### config.mk
export PLATFORM = sky130hd
export DESIGN_NAME = seg7_to_bcd_scanner
export DESIGN_NICKNAME = d
export VERILOG_FILES = /design/src/rtl/seg7_to_bcd_scanner.sv
export SDC_FILE = /design/constraint.sdc
export NUM_CORES = 1
export LEC_CHECK = 0
export BUFFER_PORTS_ARGS = -buffer_cell sky130_fd_sc_hd__buf_2
export CAP_MARGIN = 20
export CORE_ASPECT_RATIO = 0.5
export CORE_UTILIZATION = 50
export DETAILED_ROUTE_END_ITERATION = 10
export PLACE_DENSITY = 0.73
export SLEW_MARGIN = 10
export SYNTH_ARGS = -nofsm -noshare
export SYNTH_HDL_FRONTEND = slang
export SYNTH_SLANG_ARGS = --single-unit
export TNS_END_PERCENT = 50
### constraint.sdc
create_clock -name clk -period 6.2 [get_ports clk]
set_input_delay 0 -clock clk [delete_from_list [all_inputs] [get_ports clk]]
set_output_delay 0 -clock clk [all_outputs]
set_load 0.05 [all_outputs]
### src/rtl/seg7_to_bcd_scanner.sv
// Samples a multiplexed active-high 7-segment bus and recovers per-digit
// BCD once a {an, seg} pattern has been stable for STABLE_CYCLES samples.
// Ports:
//   clk, rst     : clock, synchronous active-high reset
//   seg[6:0]     : segments {a..g}, bit 6 = a, 1 = lit
//   an[N-1:0]    : one-hot digit select, bit i = digit i
//   bcd          : last legal value per digit, digit i at [4i+3:4i]
//   digit_valid  : last latch of digit i was legal
//   digit_err    : last latch of digit i was illegal
//   update       : one-cycle pulse per latch
//   frame_done   : one-cycle pulse once every digit has latched
module seg7_to_bcd_scanner #(
  parameter int NUM_DIGITS    = 4,
  parameter int STABLE_CYCLES = 4
) (
  input  logic                    clk,
  input  logic                    rst,
  input  logic [6:0]              seg,
  input  logic [NUM_DIGITS-1:0]   an,
  output logic [4*NUM_DIGITS-1:0] bcd,
  output logic [NUM_DIGITS-1:0]   digit_valid,
  output logic [NUM_DIGITS-1:0]   digit_err,
  output logic                    update,
  output logic                    frame_done
);

  localparam int SW = NUM_DIGITS + 7;
  localparam logic [3:0] STABLE = 4'(STABLE_CYCLES);
  localparam logic [NUM_DIGITS-1:0] ONE = 1;

  logic [SW-1:0]         smp;
  logic [SW-1:0]         smp_in;
  logic [3:0]            cnt;
  logic [3:0]            cnt_nxt;
  logic                  latched;
  logic                  latched_nxt;
  logic [NUM_DIGITS-1:0] seen;
  logic [NUM_DIGITS-1:0] seen_or;
  logic [NUM_DIGITS-1:0] sel;
  logic                  same;
  logic                  onehot;
  logic                  do_latch;
  logic                  full;
  logic                  legal;
  logic [3:0]            val;

  assign smp_in = {an, seg};
  assign sel    = smp[SW-1:7];
  assign same   = (smp_in == smp);
  assign onehot = (sel != '0) && ((sel & (sel - ONE)) == '0);

  // Latch decisions use the registered sample, so a pattern change
  // arriving on the latching edge cannot cancel the latch.
  assign do_latch = (cnt == STABLE) && !latched && onehot;
  assign seen_or  = seen | sel;
  assign full     = &seen_or;

  always_comb begin
    legal = 1'b1;
    val   = 4'd0;
    case (smp[6:0])
      7'b1111110: val = 4'd0;
      7'b0110000: val = 4'd1;
      7'b1101101: val = 4'd2;
      7'b1111001: val = 4'd3;
      7'b0110011: val = 4'd4;
      7'b1011011: val = 4'd5;
      7'b1011111: val = 4'd6;
      7'b1110000: val = 4'd7;
      7'b1111111: val = 4'd8;
      7'b1111011: val = 4'd9;
      default:    legal = 1'b0;
    endcase
  end

  // A changed sample starts a new run and re-arms the latch.
  always_comb begin
    cnt_nxt     = 4'd1;
    latched_nxt = 1'b0;
    if (same) begin
      cnt_nxt     = (cnt == STABLE) ? cnt : cnt + 4'd1;
      latched_nxt = latched | do_latch;
    end
  end

  always_ff @(posedge clk) begin
    if (rst) begin
      smp         <= '0;
      cnt         <= '0;
      latched     <= 1'b0;
      seen        <= '0;
      bcd         <= '0;
      digit_valid <= '0;
      digit_err   <= '0;
      update      <= 1'b0;
      frame_done  <= 1'b0;
    end else begin
      smp        <= smp_in;
      cnt        <= cnt_nxt;
      latched    <= latched_nxt;
      update     <= do_latch;
      frame_done <= do_latch && full;
      if (do_latch) begin
        seen <= full ? '0 : seen_or;
      end
      for (int i = 0; i < NUM_DIGITS; i++) begin
        if (do_latch && sel[i]) begin
          digit_valid[i] <= legal;
          digit_err[i]   <= !legal;
          if (legal) begin
            bcd[4*i +: 4] <= val;
          end
        end
      end
    end
  end

endmodule
==> flow_summary.yaml <==
clocking:
  cts_tree: "built"
  numCtsBuffers: 5
  clock_sinks: 46
  htree_levels: 2
  postCtsSetupBuffers: 0
  ctsLongestPathBuffers: 2
  root_buffer: "clkbuf_8"
  path_clk_slew_ns: 0.08
  clk_latency_ns: 0.30
worst_setup_path:
  startpoint_type: "register"
  required_ns: 6.39
  worst_r2r_endpoint: "bcd[12]"
  r2r_start: "smp[5]"
  worstSetupPathType: "register to register"
  ff2ff_path_depth: 5
  ff2ff_setup_slack_ns: 4.01
  endpoint_kind: "register"
  critPathMaxFanout: 19
  worstPathArrival_ns: 2.38
layout:
  areaGrowthSynthToFinish_pct: 18.5
  fin_cells: 328
  utilization_pct: 62.2
  final_nets: 288
  antenna_cells: 0
  drive_gt1_share_pct: 20.1
  n_fill_cell: 331
  multi_input_area_um2: 1050
  stdcell_area_um2: 2450
  seq_area_um2: 921
power_and_ir_drop:
  swShare_pct: 23.8
  combPwrFrac_pct: 6.7
  power.switching_uw: 128
  power.density_nw_per_um2: 219
  clkPwrFrac_pct: 35.9
  peakVddDrop_uv: 119
  pwr-share-seq_pct: 57.4
  internal_power_uw: 409
  power.leakage_uw: 0.000945
floorplanning:
  initial_core_util_pct: 52.5
  die_x_um: 93.0
  die_h_um: 47.5
  core_area_um2: 3940
  die_area_um2: 4420
  rows: 16
  io_pins: 39
global_route:
  grt_usage_pct: 20.5
  grt_pass1_vias: 1435
  grt_max_degree: 45
  antenna_found_initial: 0
  gr-total-overflow: 0
  grt_pass1_wl_um: 6720
synth:
  synth_top_family_by_area: "simple AND/OR/NAND/NOR gates"
  async_reset_ff_share_pct: 0
  synth-xor-area-share_pct: 6.34
  ys_seq_area_share_pct: 44.5
  synthSimpleGateAreaFrac_pct: 24.7
  synthesis.area_um2: 2070
  synth_edf_count: 0
  syn-num-nets: 246
  synthAdderAreaFrac_pct: 1.21
  synthMuxAreaShare_pct: 0
  synthFlopType: "dfxtp_1"
  yosysUniqueCellTypes: 46
  yosysWarnings: 0
  ys_seq_elements: 46
  syn-instance-count: 231
  synth_compound_area_share_pct: 18.7
  synth_area_per_cell_um2: 8.96
placement:
  dp.cells: 309
  hpwlAfterDp_um: 2830
  routabilityCongestion: 0.821
  placed_cell_area_um2: 2250
  io_buffers: 38
min_path:
  hold_depth: 2
  hold_class: "input port to register"
  min_to: "smp[1]"
  min_from: "rst"
timing:
  finClkSkew_ns: 0.00861
  setup_viol: 0
  relSlewSlack_pct: 36.0
  fmax_mhz: 456
  worst_pin_slew_ns: 0.947
  slew_viol_final: 0
  finalSetupTns_ns: 0
  period_minus_slack_ns: 2.19
  fin_crit_sh_pct: 35.3
  rsz0062_at_grt: "no"
  hold_violations: 0
outcome:
  outcome: "completed"
drt:
  drc: 0
  viasPerCell: 5.26
  drtPass1Iterations: 4
  ant_nets: 0
  wl_um: 4220
  drtIter0Drc: 91
  post_drt_wl_per_cell_um: 12.9
  detailroute.via_count: 1726
flow_run:
  drv_cap: 0
metrics by stage:
| stage | total power (uW) | hold slack [ns] | setup slack, ns |
|---|---|---|---|
| after floorplan | 337 | 0.128 | 4.23 |
| after global routing | 558 | 0.294 | 3.81 |
| after global placement | 344 | 0.236 | 4.12 |
| final | 536 | 0.265 | 4.01 |
| after detailed placement | 345 | 0.247 | 4.04 |
| after CTS | 540 | 0.265 | 4.02 |
layout by cell type, fill, tap and decap left out, types with 2 or more instances in the layout:
cell / instances
a211oi_2: 3
a21oi_1: 13
and3b_1: 2
buf_2: 38
clkbuf_8: 6
dfxtp_1: 46
dlygate4sd3_1: 11
ha_1: 2
inv_1: 4
nand2_1: 15
nand2b_1: 4
nand3_1: 6
nand3b_1: 3
nand4_1: 3
nor2_1: 13
nor2b_1: 24
nor3_1: 4
nor3b_1: 2
nor4_1: 2
o21a_1: 4
o21ai_0: 25
o21ai_1: 5
o21ai_2: 2
xnor2_1: 12
xor2_1: 3
worst max-delay path: stages, from the launching register on:
cell     delay [ns]
dfxtp_1        0.45
or4b_4         0.50
o32ai_2        0.28
and4b_1        0.48
o21ai_0        0.27
o21ai_0        0.10
power by group through the flow:
stage | Clock (uW) | Sequential (uW) | Combinational [uW]
finish | 192 | 308 | 35.8
global route | 209 | 309 | 40.1
CTS | 196 | 308 | 35.6
detailed placement | 0 | 315 | 30.0
global placement | 0 | 314 | 29.4
floorplan | 0 | 308 | 29.0
timing repair:
item / 4_1_cts / 5_1_grt
gates resized for setup: 0 / 0
endpoints found under the hold margin: 11 / 0
endpoints found under the setup margin: 0 / 0
hold buffers: 11 / 0
cell usage after synthesis, types with 2 or more instances:
| master | number | area share, % |
|---|---|---|
| a211oi_2 | 3 | 1.8 |
| a21oi_1 | 13 | 3.1 |
| and3b_1 | 2 | 0.85 |
| buf_6 | 2 | 1.1 |
| clkbuf_1 | 10 | 1.8 |
| dfxtp_1 | 46 | 44 |
| ha_1 | 2 | 1.2 |
| inv_1 | 4 | 0.72 |
| nand2_1 | 15 | 2.7 |
| nand2b_1 | 4 | 1.2 |
| nand3_1 | 6 | 1.5 |
| nand3b_1 | 3 | 1.1 |
| nand4_1 | 3 | 0.91 |
| nor2_1 | 13 | 2.4 |
| nor2b_1 | 24 | 7.3 |
| nor3_1 | 4 | 0.97 |
| nor3b_1 | 2 | 0.72 |
| nor4_1 | 2 | 0.60 |
| o21a_1 | 4 | 1.5 |
| o21ai_0 | 25 | 6.0 |
| o21ai_1 | 5 | 1.2 |
| o21ai_2 | 2 | 0.85 |
| xnor2_1 | 12 | 5.1 |
| xor2_1 | 3 | 1.3 |
sequential cells by signal (all words and copies together) (netlist names):
register / count
cnt: 4
frame_done: 1
seen: 4
digit_err: 4
bcd: 16
digit_valid: 4
update: 1
smp: 11
latched: 1
routing by layer:
metal  share of wire, %  vias to the layer above  track usage [%]
met5                  0                        -                0
met4                1.6                        0             9.54
met3                4.7                        7             5.71
met2                 44                       37             34.1
met1                 49                      797             25.8
li1                   -                      885                -
area by class of cell:
class	count	share of cell area (%)
sequential	46	37.5
clock inverter	2	0.510
multi-input combinational	167	43.0
clock buffer	6	3.37
timing repair buffer	49	12.2
inverter	4	0.612
tap	54	2.75
worst max path at each step:
stage                     startpoint  endpoint  slack (ns)  depth (start not counted)
after floorplan               smp[0]    bcd[5]        4.23                          8
after detailed placement      smp[5]   bcd[12]        4.04                          5
after global placement        smp[5]   bcd[13]        4.12                          5
after global routing          smp[5]   bcd[15]        3.81                          5
after CTS                     smp[5]   bcd[12]        4.02                          5
final                         smp[5]   bcd[12]        4.01                          5
kinds of logic (layout without fill, tap and decap cells):
group,count (synthesis),in the layout
buf+inv,18,61
fa+ha+maj,2,2
flops,46,46
xor+xnor,15,15
simple gates,89,89
compound gates,61,61
Note: power is estimated with default switching activity, not from simulation.
